[src/rtl/boot_pkg.sv]
`default_nettype none
// ============================================================================
// Module : boot_pkg
// Brief  : Shared constants and state encodings for the IMEM UART boot loader.
// Rev    : 1.0
// ============================================================================
package boot_pkg;

   localparam logic [7:0] SYNC_BYTE = 8'hA5;

   typedef enum logic [2:0] {
      S_IDLE    = 3'd0,
      S_LEN_H   = 3'd1,
      S_LEN_L   = 3'd2,
      S_DATA_LO = 3'd3,
      S_DATA_HI = 3'd4,
      S_CSUM    = 3'd5,
      S_DONE    = 3'd6,
      S_ERR     = 3'd7
   } boot_state_t;

   typedef enum logic [1:0] {
      RX_IDLE  = 2'd0,
      RX_START = 2'd1,
      RX_DATA  = 2'd2,
      RX_STOP  = 2'd3
   } rx_state_t;

   // Mid-bit offset in clock cycles, used to centre the start-bit check.
   function automatic int half_bit(input int clk_div);
      return clk_div / 2;
   endfunction

endpackage
`default_nettype wire

[src/rtl/uart_rx.sv]
`default_nettype none
// ============================================================================
// Module : uart_rx
// Brief  : 8N1 UART receiver; start-bit glitch filter, mid-bit sampling.
// Rev    : 1.0
// ============================================================================
module uart_rx
   import boot_pkg::*;
#(
   parameter int CLK_DIV = 434
)(
   input  logic       CLK,
   input  logic       RST,
   input  logic       RXD,
   output logic       rx_valid,
   output logic [7:0] rx_data,
   output logic       rx_ferr
);

   localparam int               CNT_W      = $clog2(CLK_DIV);
   localparam logic [CNT_W-1:0] C_BIT_END  = CNT_W'(CLK_DIV - 1);
   localparam logic [CNT_W-1:0] C_HALF_END = CNT_W'(half_bit(CLK_DIV) - 1);

   rx_state_t        r_state;
   logic             r_rxd_q;
   logic [CNT_W-1:0] r_cnt;
   logic [2:0]       r_bit;
   logic [7:0]       r_shift;

   always_ff @(posedge CLK) begin
      if (RST) begin
         r_state  <= RX_IDLE;
         r_rxd_q  <= 1'b1;
         r_cnt    <= '0;
         r_bit    <= '0;
         r_shift  <= '0;
         rx_valid <= 1'b0;
         rx_data  <= '0;
         rx_ferr  <= 1'b0;
      end else begin
         r_rxd_q  <= RXD;
         rx_valid <= 1'b0;
         rx_ferr  <= 1'b0;
         case (r_state)
            RX_IDLE: begin
               if (r_rxd_q && !RXD) begin
                  r_state <= RX_START;
                  r_cnt   <= '0;
               end
            end
            RX_START: begin
               // A line already back high at mid start bit was only a glitch.
               if (r_cnt == C_HALF_END) begin
                  r_cnt   <= '0;
                  r_bit   <= '0;
                  r_state <= RXD ? RX_IDLE : RX_DATA;
               end else begin
                  r_cnt <= r_cnt + 1'b1;
               end
            end
            RX_DATA: begin
               if (r_cnt == C_BIT_END) begin
                  r_cnt   <= '0;
                  r_shift <= {RXD, r_shift[7:1]};
                  r_bit   <= r_bit + 1'b1;
                  if (r_bit == 3'd7)
                     r_state <= RX_STOP;
               end else begin
                  r_cnt <= r_cnt + 1'b1;
               end
            end
            RX_STOP: begin
               if (r_cnt == C_BIT_END) begin
                  r_cnt   <= '0;
                  r_state <= RX_IDLE;
                  if (RXD) begin
                     rx_valid <= 1'b1;
                     rx_data  <= r_shift;
                  end else begin
                     rx_ferr <= 1'b1;
                  end
               end else begin
                  r_cnt <= r_cnt + 1'b1;
               end
            end
            default: r_state <= RX_IDLE;
         endcase
      end
   end

endmodule
`default_nettype wire

[src/rtl/imem_boot_loader.sv]
`default_nettype none
// ============================================================================
// Module : imem_boot_loader
// Brief  : UART boot loader writing a framed image into IMEM; holds core in
//          reset until loaded. Define BOOT_CSUM_EN for the trailing XOR check.
// Rev    : 1.0
// ============================================================================
module imem_boot_loader
   import boot_pkg::*;
#(
   parameter int CLK_DIV   = 434,
   parameter int ADDR_W    = 10,
   parameter int MAX_WORDS = 1024
)(
   input  logic              CLK,
   input  logic              RST,
   input  logic              RXD,
   output logic [ADDR_W-1:0] IMEM_ADDR,
   output logic              IMEM_WEN,
   output logic [15:0]       IMEM_DI,
   output logic              CORE_RST,
   output logic              BUSY,
   output logic              DONE,
   output logic              ERR
);

   localparam logic [16:0] C_MAX_WORDS = 17'(MAX_WORDS);

   logic r_rxd_s1, r_rxd_s2;
   logic w_rx_valid, w_rx_ferr;
   logic [7:0] w_rx_data;

   boot_state_t       r_state;
   logic [7:0]        r_len_h;
   logic [15:0]       r_len;
   logic [ADDR_W:0]   r_wcnt;
   logic [7:0]        r_lo;
   logic [ADDR_W-1:0] r_addr;
   logic [15:0]       r_di;
   logic              r_wen, r_core_rst, r_busy, r_done, r_err;
   logic [16:0]       w_len_rx;

   always_ff @(posedge CLK) begin
      if (RST) begin
         r_rxd_s1 <= 1'b1;
         r_rxd_s2 <= 1'b1;
      end else begin
         r_rxd_s1 <= RXD;
         r_rxd_s2 <= r_rxd_s1;
      end
   end

   uart_rx #(.CLK_DIV(CLK_DIV)) u_rx (
      .CLK      (CLK),
      .RST      (RST),
      .RXD      (r_rxd_s2),
      .rx_valid (w_rx_valid),
      .rx_data  (w_rx_data),
      .rx_ferr  (w_rx_ferr)
   );

   assign w_len_rx = {1'b0, r_len_h, w_rx_data};

`ifdef BOOT_CSUM_EN
   logic [7:0] r_xor;
   logic       w_last_wr;
   assign w_last_wr = (17'(r_wcnt) + 17'd1) == {1'b0, r_len};
`else
   logic w_all_wr;
   assign w_all_wr = 17'(r_wcnt) == {1'b0, r_len};
`endif

   always_ff @(posedge CLK) begin
      if (RST) begin
         r_state    <= S_IDLE;
         r_len_h    <= '0;
         r_len      <= '0;
         r_wcnt     <= '0;
         r_lo       <= '0;
         r_addr     <= '0;
         r_di       <= '0;
         r_wen      <= 1'b0;
         r_core_rst <= 1'b1;
         r_busy     <= 1'b0;
         r_done     <= 1'b0;
         r_err      <= 1'b0;
`ifdef BOOT_CSUM_EN
         r_xor      <= '0;
`endif
      end else begin
         r_wen <= 1'b0;
         if (w_rx_ferr && r_busy) begin
            r_state    <= S_ERR;
            r_busy     <= 1'b0;
            r_err      <= 1'b1;
            r_core_rst <= 1'b1;
         end else begin
            case (r_state)
               S_IDLE, S_DONE: begin
                  if (w_rx_valid && w_rx_data == SYNC_BYTE) begin
                     r_state    <= S_LEN_H;
                     r_busy     <= 1'b1;
                     r_done     <= 1'b0;
                     r_core_rst <= 1'b1;
                     r_wcnt     <= '0;
`ifdef BOOT_CSUM_EN
                     r_xor      <= '0;
`endif
                  end
               end
               S_LEN_H: begin
                  if (w_rx_valid) begin
                     r_len_h <= w_rx_data;
                     r_state <= S_LEN_L;
                  end
               end
               S_LEN_L: begin
                  if (w_rx_valid) begin
                     r_len  <= w_len_rx[15:0];
                     r_wcnt <= '0;
                     if (w_len_rx > C_MAX_WORDS) begin
                        r_state <= S_ERR;
                        r_busy  <= 1'b0;
                        r_err   <= 1'b1;
                     end else if (w_len_rx == 17'd0) begin
`ifdef BOOT_CSUM_EN
                        r_state    <= S_CSUM;
`else
                        r_state    <= S_DONE;
                        r_busy     <= 1'b0;
                        r_done     <= 1'b1;
                        r_core_rst <= 1'b0;
`endif
                     end else begin
                        r_state <= S_DATA_LO;
                     end
                  end
               end
               S_DATA_LO: begin
`ifndef BOOT_CSUM_EN
                  // Reached once more after the final write; finish here.
                  if (w_all_wr) begin
                     r_state    <= S_DONE;
                     r_busy     <= 1'b0;
                     r_done     <= 1'b1;
                     r_core_rst <= 1'b0;
                  end else
`endif
                  if (w_rx_valid) begin
                     r_lo    <= w_rx_data;
                     r_state <= S_DATA_HI;
`ifdef BOOT_CSUM_EN
                     r_xor   <= r_xor ^ w_rx_data;
`endif
                  end
               end
               S_DATA_HI: begin
                  if (w_rx_valid) begin
                     r_wen  <= 1'b1;
                     r_addr <= r_wcnt[ADDR_W-1:0];
                     r_di   <= {w_rx_data, r_lo};
                     r_wcnt <= r_wcnt + 1'b1;
`ifdef BOOT_CSUM_EN
                     r_xor   <= r_xor ^ w_rx_data;
                     r_state <= w_last_wr ? S_CSUM : S_DATA_LO;
`else
                     r_state <= S_DATA_LO;
`endif
                  end
               end
`ifdef BOOT_CSUM_EN
               S_CSUM: begin
                  if (w_rx_valid) begin
                     r_busy <= 1'b0;
                     if (w_rx_data == r_xor) begin
                        r_state    <= S_DONE;
                        r_done     <= 1'b1;
                        r_core_rst <= 1'b0;
                     end else begin
                        r_state <= S_ERR;
                        r_err   <= 1'b1;
                     end
                  end
               end
`endif
               S_ERR: r_state <= S_ERR;
               default: begin
                  r_state <= S_ERR;
                  r_busy  <= 1'b0;
                  r_err   <= 1'b1;
               end
            endcase
         end
      end
   end

   // The IMEM port mux itself sits outside; CORE_RST selects this block.
   assign IMEM_ADDR = r_addr;
   assign IMEM_WEN  = r_wen;
   assign IMEM_DI   = r_di;
   assign CORE_RST  = r_core_rst;
   assign BUSY      = r_busy;
   assign DONE      = r_done;
   assign ERR       = r_err;

endmodule
`default_nettype wire

[config.mk]
export PLATFORM = sky130hd
export DESIGN_NAME = imem_boot_loader
export DESIGN_NICKNAME = d
export VERILOG_FILES = /design/src/rtl/boot_pkg.sv /design/src/rtl/uart_rx.sv /design/src/rtl/imem_boot_loader.sv
export SDC_FILE = /design/constraint.sdc
export NUM_CORES = 1
export LEC_CHECK = 0
export CAP_MARGIN = 10
export CORE_AREA = 3 3 125 127
export CTS_BUF_LIST = sky130_fd_sc_hd__clkbuf_8
export CTS_CLUSTER_SIZE = 28
export DETAILED_ROUTE_END_ITERATION = 10
export DIE_AREA = 0 0 128 130
export PLACE_DENSITY = 0.51
export SLEW_MARGIN = 10
export SYNTH_ARGS = -nofsm -noshare
export SYNTH_HDL_FRONTEND = slang
export SYNTH_SLANG_ARGS = --single-unit
[constraint.sdc]
create_clock -name CLK -period 2.4 [get_ports CLK]
set_input_delay 0.24 -clock CLK [delete_from_list [all_inputs] [get_ports CLK]]
set_output_delay 0.24 -clock CLK [all_outputs]
set_load 0.03 [all_outputs]
======== Word level (Yosys, flattened, before mapping) ========
Index checks and enable logic that the tools add are counted.
storage, ports and cells
  output and inout bits ................... 31
  flip-flop bits (word level) ............. 112
  logic and storage cells ................. 146
  input bits .............................. 3
operators by class
  add/sub/neg operators ................... 3
  mux-type cells .......................... 50
  magnitude comparators ................... 1
  bitwise logic cells ..................... 6
  reductions and logical operators ........ 31
  equality and inequality tests ........... 33
operators by type and width
  cell                                                                    count
  11-bit two-way mux                                                      3
  3-bit two-way mux                                                       11
  11-bit case mux with 3 select lines                                     1
  9-bit two-way mux                                                       3
  9-bit case mux with 3 select lines                                      1
  5-bit AND reduction                                                     4
  1-bit two-way mux                                                       18
  3-bit AND reduction                                                     6
  17-bit logical NOT                                                      1
  11-bit by 16-bit equality test with 1-bit output                        1
  16-bit by 11-bit > comparator with 1-bit output, second input constant  1
  2-bit by 1-bit != test with 1-bit output, second input constant         8
  3-bit case mux with 5 select lines                                      1
  3-bit equality test, second input constant                              4
  2-bit two-way mux                                                       6
  11-bit by 1-bit adder with 11-bit output, second input constant         1
  9-bit by 1-bit adder with 9-bit output, second input constant           1
  9-bit by 8-bit equality test with 1-bit output, second input constant   1
  9-bit equality test, second input constant                              1
  3-bit by 2-bit != test with 1-bit output, second input constant         3
  3-bit != test, second input constant                                    3
  3-bit OR reduction                                                      3
  8-bit equality test, second input constant                              1
  2-bit != test, second input constant                                    4
  other kinds (24)                                                        37

======== Logic depth before layout (Yosys ltp) ========
Gate-level depths: netlist of run 1.
  depth after elaboration ................. 6
  mapped depth ............................ 8
  gate-level depth less buffers ........... 7

======== Modules after synthesis ========
Synthesis of run 1 repeated with hierarchy kept, for this count alone.
unflattened totals
  cells, all modules ...................... 581
  area, all modules ....................... 5,094.9 sq um
modules (own cells, without submodules)
  module            seq. area each (sq um)  cells each  times used  area an instance (sq um)
  imem_boot_loader  1,581.5                 421         1           3,587.2
  uart_rx           660.6                   160         1           1,507.7

======== Worst setup path after synthesis of run 1 ========
Ideal clock, no wire load.
  kind .................................... flip-flop to flip-flop
  start point ............................. reg r_busy (netlist: BUSY)
  end point ............................... reg r_len[10]
  arrival ................................. 1.692 ns
  required time ........................... 2.330 ns
  path slack .............................. 0.637 ns
  setup time .............................. 0.070 ns
  stages on the path, launching flop included .. 7
  buffers on the path ..................... 1
  clock period less this slack ............ 1.763 ns
  path through ............................ dfxtp_1 -> and2_0 -> nor2_1 -> nand2_1 -> clkbuf_1 -> nand2_1 -> a21oi_1
between the ends
  cells in the longest elaborated chain, start to end .. 3
RTL lines
  item                                  line                     source
  start: declaration                    imem_boot_loader.sv:40   logic r_wen, r_core_rst, r_busy, r_done, r_err;
  start signal: assignment              imem_boot_loader.sv:84   r_busy <= 1'b0;
  start signal: assignment              imem_boot_loader.sv:94   r_busy <= 1'b0;
  start signal: assignment              imem_boot_loader.sv:102  r_busy <= 1'b1;
  1-bit logical AND                     imem_boot_loader.sv:92   if (w_rx_ferr && r_busy) begin
  1-bit inverter (no source line)       --
  3-bit AND reduction (no source line)  --
  end signal: assignment                imem_boot_loader.sv:119  r_len <= w_len_rx[15:0];
  end: declaration                      imem_boot_loader.sv:35   logic [15:0] r_len;
Every way passes these cells.
A chain may end at the register's enable or synchronous reset.

======== Final worst setup path of run 1 ========
  start point ............................. reg r_state[2]
  end point ............................... reg r_di[11] (netlist: IMEM_DI[11])
between the ends
  cells in the longest elaborated chain, start to end .. 2
RTL lines
  item                                  line                     source
  start: declaration                    imem_boot_loader.sv:33   boot_state_t r_state;
  start signal: assignment              imem_boot_loader.sv:75   r_state <= S_IDLE;
  start signal: assignment              imem_boot_loader.sv:93   r_state <= S_ERR;
  start signal: assignment              imem_boot_loader.sv:101  r_state <= S_LEN_H;
  3-bit equality test                   imem_boot_loader.sv:98   case (r_state)
  3-bit AND reduction (no source line)  --
  end signal: assignment                imem_boot_loader.sv:161  r_di <= {w_rx_data, r_lo};
  end: declaration                      imem_boot_loader.sv:39   logic [15:0] r_di;
Every way passes these cells.

==> metrics.txt, run 1 <==
Net Switching=762 µW; maximum vdd ir drop=0.323 mV; Post-Syn Area=0.00512 mm²; grt met3 use=4.30%; drt pass-1 iters=4; setup TNS=0 ns; first-pass GRT wire length=20800 µm; P per Cell Area=535 mW/mm²; post-CTS setup buffers=0; gr busiest metal=met2; crit path max-delay cell type=nor3_4; count leader, synth=nand2_1; Tmin final=2.13 ns; I/O pin count=34; die area=0.0166 mm²; Int Pwr=2.40 mW; WP data arrival=2.46 ns; Final ANT Viol Nets=0; post-CTS sizing=0; Crit. End Element=register; clk root buf=clkbuf_8; sequential-to-total area share from yosys stat=43.8%; final setup fails=0; Slew Limit Fails=0; Synth area leader=dfxtp_1; Tightest Pin Transition=1.05 ns; CP required=2.73 ns; number of global-route vias before repair=4103; Filler Cell Count=1522; CTS Sinks=112; Final Non-Filler Cells=828; Post-synth EDFFs=0; layout cells sized above 1=11.6%; CTS Buffer Depth=2; leading cell types by count after synthesis=nand2_1 (142), dfxtp_1 (112), a21oi_1 (66); insertion delay to the later sink of the worst-skew pair=0.39 ns; grt met2 use=25.5%; synthesis-to-finish area growth=15.4%; outcome=completed; critical path class=reg -> reg; Congestion Overflow GR=0; ys async rst share=0%; Yosys reg bits=112; Clock power frac=36.9%; CTS hold repair buffers=0; Num CTS Buffers=9; area fraction of the dominant cell type after synthesis=43.8%; crit start category=register; Hold WC Path Type=in -> reg; Routed Wire Length=12400 µm; max incr delay on CP=0.59 ns; CP Launch Point=r_state[2]$_SDFFE_PP0P_; syn nets=615; R2R depth=5; fin crit share=88.9%; Final Wtd Congestion=0.862; nets=653; Slew Limit Headroom=29.5%; crit-path cells=clkinv_1 -> nor3_4 -> buf_4 -> nand2_1 -> a21oi_1; post-synth cell types=71; dpl cells=813; # DRC=0; syn avg cell area=8.50 µm²; htree depth=3; Core Region=0.0145 mm²; Via Count=4231; # Max-Cap Violations=0; Via density=5.11; Synth area leaders=dfxtp_1 (44%), nand2_1 (10%), a21oi_1 (6.5%); Switching Fraction=24.1%; CTS tree=built; unrepaired setup endpoints after global routing=no; Initial Utilization=35.2%; Global Route met1 Usage=20.4%; initial antenna violation count=0; Comb power frac=3.9%; Clock Pin Slew Worst Setup and Hold Paths=0.11 ns; Flop pwr share=59.2%; worst hold start=RST; Max Clk Rate=469 MHz; Mapped Cells=602; IO Port Bufs=33; largest net degree at the start of global routing=62; diodes inserted=0; cell row count=44; Pleak=2.13 nW; cell family with most CP delay=buffers and inverters; Critical Path Stages=5; Worst Path Max Fanout=13; DRT iter0 DRCs=352; Post-Route Skew=0.0157 ns; synth warn=0; worst r2r src=r_state[2]$_SDFFE_PP0P_; DP Wirelength=9030 µm; WP buf/inv=2; final hold vios=0; worst hold path depth=4; ys flop type=dfxtp_1; WL/cell=15.0 µm; total track usage=15.6%; die span in x=128 µm; die height=130 µm
-- state kept, by name, indices dropped and copies added, names as in the netlist, 3 cells and up, named ones only --
register / count
r_len_h: 8
r_wcnt: 11
IMEM_DI: 16
u_rx.rx_data: 8
r_state: 3
u_rx.r_bit: 3
IMEM_ADDR: 10
r_lo: 8
u_rx.r_cnt: 9
r_len: 16
u_rx.r_shift: 8
-- cell type report --
type	instances	area, µm²	share of cell area [%]
Clock buffer	9	124	2.10
Clock inverter	6	75.1	1.27
Inverter	16	60.1	1.02
Multi-Input combinational cell	443	2660	45.1
Sequential cell	112	2240	38.0
Tap cell	184	230	3.90
Timing Repair Buffer	58	513	8.68
-- power by group through the flow --
stage / Sequential [mW] / Clock (mW) / Combinational [mW]
2_1_floorplan: 1.91 / 0 / 0.0921
3_3_place_gp: 1.91 / 0 / 0.125
3_5_place_dp: 1.92 / 0 / 0.125
4_1_cts: 1.87 / 1.23 / 0.126
5_1_grt: 1.87 / 1.30 / 0.139
6_report: 1.87 / 1.16 / 0.123
-- cell families (layout without fill, tap and decap cells) --
logic type / Yosys count / count (layout) / share of synthesized area (%)
muxes: 25 / 25 / 4.89
adders and majority gates: 11 / 11 / 2.64
DFF: 112 / 112 / 43.8
and+or+nand+nor: 263 / 263 / 25.8
buffers and inverters: 47 / 89 / 4.16
AOI/OAI and AO/OA: 121 / 121 / 14.8
xor gates and xnor gates: 23 / 23 / 3.94
-- layout by cell type (no fill, tap or decap), types with 3 or more instances in the layout --
master           Yosys  final
nor2b_1              3      3
or2_2                4      4
clkdlybuf4s50_1      0     32
nor3_1               7      7
xor2_1              14     14
nand2_1            142    142
a31o_2               3      3
nor2_1              46     46
nand3_1             11     11
ha_1                10     10
a31oi_1              8      8
inv_1               13     13
buf_4                1     25
nand4_1              8      8
a22oi_1              3      3
xnor2_1              9      9
a21oi_1             66     66
clkbuf_8             0      9
o21ai_0              9      9
and3_1               5      5
nor4_2               7      7
mux2i_1             25     25
dfxtp_1            112    112
o21ai_1              3      3
a211oi_1             3      3
-- worst paths after layout --
check / to / slack, ns
setup / recovery: IMEM_DI[11]$_SDFFE_PP0P_ / 0.27
hold / removal: u_rx.r_cnt[4]$_SDFFE_PP0N_ / 0.29
setup reg to reg: IMEM_DI[11]$_SDFFE_PP0P_ / 0.27
hold reg to reg: r_rxd_s2$_SDFF_PP1_ / 0.42
-- per-stage QoR --
stage / power (mW) / hold WS (ns) / setup slack (ns) / utilization, % / area (µm²)
after floorplan: 2.01 / 0.344 / 0.637 / - / 5120
after detailed placement: 2.04 / 0.396 / 0.304 / 39.3 / 5710
after global placement: 2.04 / 0.398 / 0.400 / 39.3 / 5710
after global routing: 3.32 / 0.274 / 0.0661 / 40.6 / 5910
after CTS: 3.22 / 0.247 / 0.300 / 40.6 / 5910
final: 3.16 / 0.290 / 0.266 / 40.6 / 5910
-- tightest hold or removal path: stages --
cell and delay, ns:
buf_2 0.13, a311oi_2 0.11, nand2b_1 0.09, a31oi_1 0.07
-- metal layers --
layer	share of wire (%)	wire length, µm
met2	48	5960
met3	3.9	480
met1	47	5810
met5	0	0
met4	1.3	163
Power figures use the tool's default switching activity.
==> inputs of run 2 (changes only) <==
--- a/config.mk
+++ b/config.mk
@@ -11,7 +11,7 @@
 export CTS_CLUSTER_SIZE = 28
 export DETAILED_ROUTE_END_ITERATION = 10
 export DIE_AREA = 0 0 128 130
-export PLACE_DENSITY = 0.51
+export GPL_TIMING_DRIVEN = 0
 export SLEW_MARGIN = 10
 export SYNTH_ARGS = -nofsm -noshare
 export SYNTH_HDL_FRONTEND = slang
==> run 2 against run 1 <==
Net effect:
- first-iteration DRC count is 14% lower
- worst setup slack lost 0.023 ns
- worst hold slack better by 0.048 ns
- critical path type unchanged
- critical endpoint is now r_len[14]$_SDFFE_PP0P_
- largest power group unchanged
==> metrics.txt, run 2 (synthesis results as in run 1) <==
insertion delay to the later sink of the worst-skew pair=0.40 ns (about the same); most frequent CP cell=nand2_1; nets=658 (+0.77%); worst hold path depth=2 (-2); R2R depth=6 (+1); worst setup margin=0.244 ns (-0.0225 ns); CTS tree=built; die area=0.0166 mm² (unchanged); final setup fails=0 (unchanged); CTS hold repair buffers=0 (unchanged); Routed Wire Length=12700 µm (+1.9%); area post-placement=0.00567 mm² (-0.70%); post-CTS setup buffers=0 (unchanged); Core Region=0.0145 mm² (unchanged); Clock Pin Slew Worst Setup and Hold Paths=0.11 ns (about the same); Initial Utilization=35.2% (unchanged); cell row count=44 (unchanged); CP required=2.72 ns (about the same); die span in x=128 µm (unchanged); DRT iter0 DRCs=303 (-14%); Hold Worst Slack=0.338 ns (+0.0478 ns); clk root buf=clkbuf_8; total track usage=15.8% (+0.11 points); DP Worst Slack=0.310 ns (+0.00584 ns); critical path class=reg -> reg; die height=130 µm (unchanged); Congestion Overflow GR=0 (unchanged); Critical Path Stages=6 (+1); Num CTS Buffers=9 (unchanged); fin crit share=89.8% (+0.94 points); synthesis-to-finish area growth=14.9%; max incr delay on CP=0.46 ns (-0.13 ns); diodes inserted=0 (unchanged); maximum vdd ir drop=0.365 mV (+13%); Slew Limit Headroom=50.8% (+21 points); Pleak=2.09 nW (-1.9%); Slew Limit Fails=0 (unchanged); IO Port Bufs=32 (-3.0%); Final ANT Viol Nets=0 (unchanged); fin area=0.00588 mm² (-0.49%); CP Launch Point=BUSY$_SDFFE_PP0P_; unrepaired setup endpoints after global routing=no; # Max-Cap Violations=0 (unchanged); Final Wtd Congestion=0.866 (+0.53%); P per Cell Area=544 mW/mm² (+1.7%); Worst Setup EP=r_len[14]$_SDFFE_PP0P_; Total Power=3.20 mW (+1.2%); crit-path cells=and2_0 -> nor2_1 -> nand2_1 -> clkbuf_1 -> nand2_1 -> a21oi_1; Tmin final=2.16 ns (+0.0225 ns); cell family with most CP delay=simple AND/OR/NAND/NOR gates; final hold vios=0 (unchanged); most frequent cells in the layout=nand2_1 (142), dfxtp_1 (112), a21oi_1 (66); crit path max-delay cell type=dfxtp_1; outcome=completed; initial antenna violation count=0 (unchanged); post-CTS sizing=0 (unchanged); layout cells sized above 1=9.54% (-2.1 points); largest net degree at the start of global routing=20 (-68%); crit start category=register; worst r2r src=BUSY$_SDFFE_PP0P_; Hold WC Path Type=in -> reg; drt pass-1 iters=5 (+1); Max Clk Rate=464 MHz (-1.0%); WL/cell=15.2 µm (+1.2%); Crit. End Element=register; commonest non-fill, non-tap cell in the layout=nand2_1; number of global-route vias before repair=4189 (+2.1%); setup slack, reg-to-reg=0.24 ns (-0.02 ns); htree depth=3 (unchanged); Via density=5.22 (+2.1%); WP data arrival=2.48 ns (+0.02 ns); Worst Path Max Fanout=10 (-3); Tightest Pin Transition=0.732 ns (-0.321 ns); Worst R2R End=r_len[14]$_SDFFE_PP0P_; CTS Sinks=112 (unchanged); # DRC=0 (unchanged); DP Wirelength=9200 µm (+1.8%); CTS Buffer Depth=2 (unchanged); Via Count=4353 (+2.9%); Post-Route Skew=0.0127 ns (-0.00298 ns); setup TNS=0 ns (unchanged); first-pass GRT wire length=20900 µm (+0.50%); I/O pin count=34 (unchanged); WP buf/inv=1 (-1)
[run 2: cell types whose count changed in the layout (fill, tap and decap cells not counted), sizes merged]
cell and delta:
clkbuf +20, buf -14
[run 2: worst min path at each step]
stage	from	end	slack, ns
floorplan	RXD	r_rxd_s1$_SDFF_PP1_	0.34
CTS	RST	r_state[0]$_SDFFE_PP0P_	0.33
global placement	r_rxd_s1$_SDFF_PP1_	r_rxd_s2$_SDFF_PP1_	0.39
finish	RST	r_state[0]$_SDFFE_PP0P_	0.34
detailed placement	r_rxd_s1$_SDFF_PP1_	r_rxd_s2$_SDFF_PP1_	0.39
global route	RST	r_state[0]$_SDFFE_PP0P_	0.37
[run 2: worst reg2reg max path, stage by stage, from the launching register on]
cell	delay, ns
dfxtp_1	0.46
and2_0	0.43
nor2_1	0.22
nand2_1	0.28
clkbuf_1	0.44
nand2_1	0.12
a21oi_1	0.14
[run 2: where the power goes]
group          total (mW)  internal, mW  switching, mW
combinational       0.128        0.0374         0.0909
clock                1.20         0.524          0.674
sequential           1.87          1.86        0.00858
total                3.20          2.43          0.773
[run 2: final cells by class]
type / count / area, µm²
buffer: 31 / 153
clock buffer: 10 / 138
clock inverter: 6 / 72.6
fill: 1476 / 8660
inverter: 16 / 60.1
multi-input combinational: 443 / 2660
sequential: 112 / 2240
tap: 184 / 230
timing repair buffer: 32 / 320
[run 2: per-stage QoR]
stage	util [%]	cells
finish	40.4	834
global route	40.4	834
CTS	40.4	834
detailed placement	39.0	818
global placement	39.0	818
floorplan	-	602
[run 2: metal layers]
layer / global-route usage [%] / share of wire (%) / up-vias
met1: 20.1 / 46 / 2062
met5: 0 / 0 / -
met2: 25.8 / 47 / 107
li1: - / - / 2162
met3: 3.44 / 4.9 / 22
met4: 6.80 / 2.5 / 0
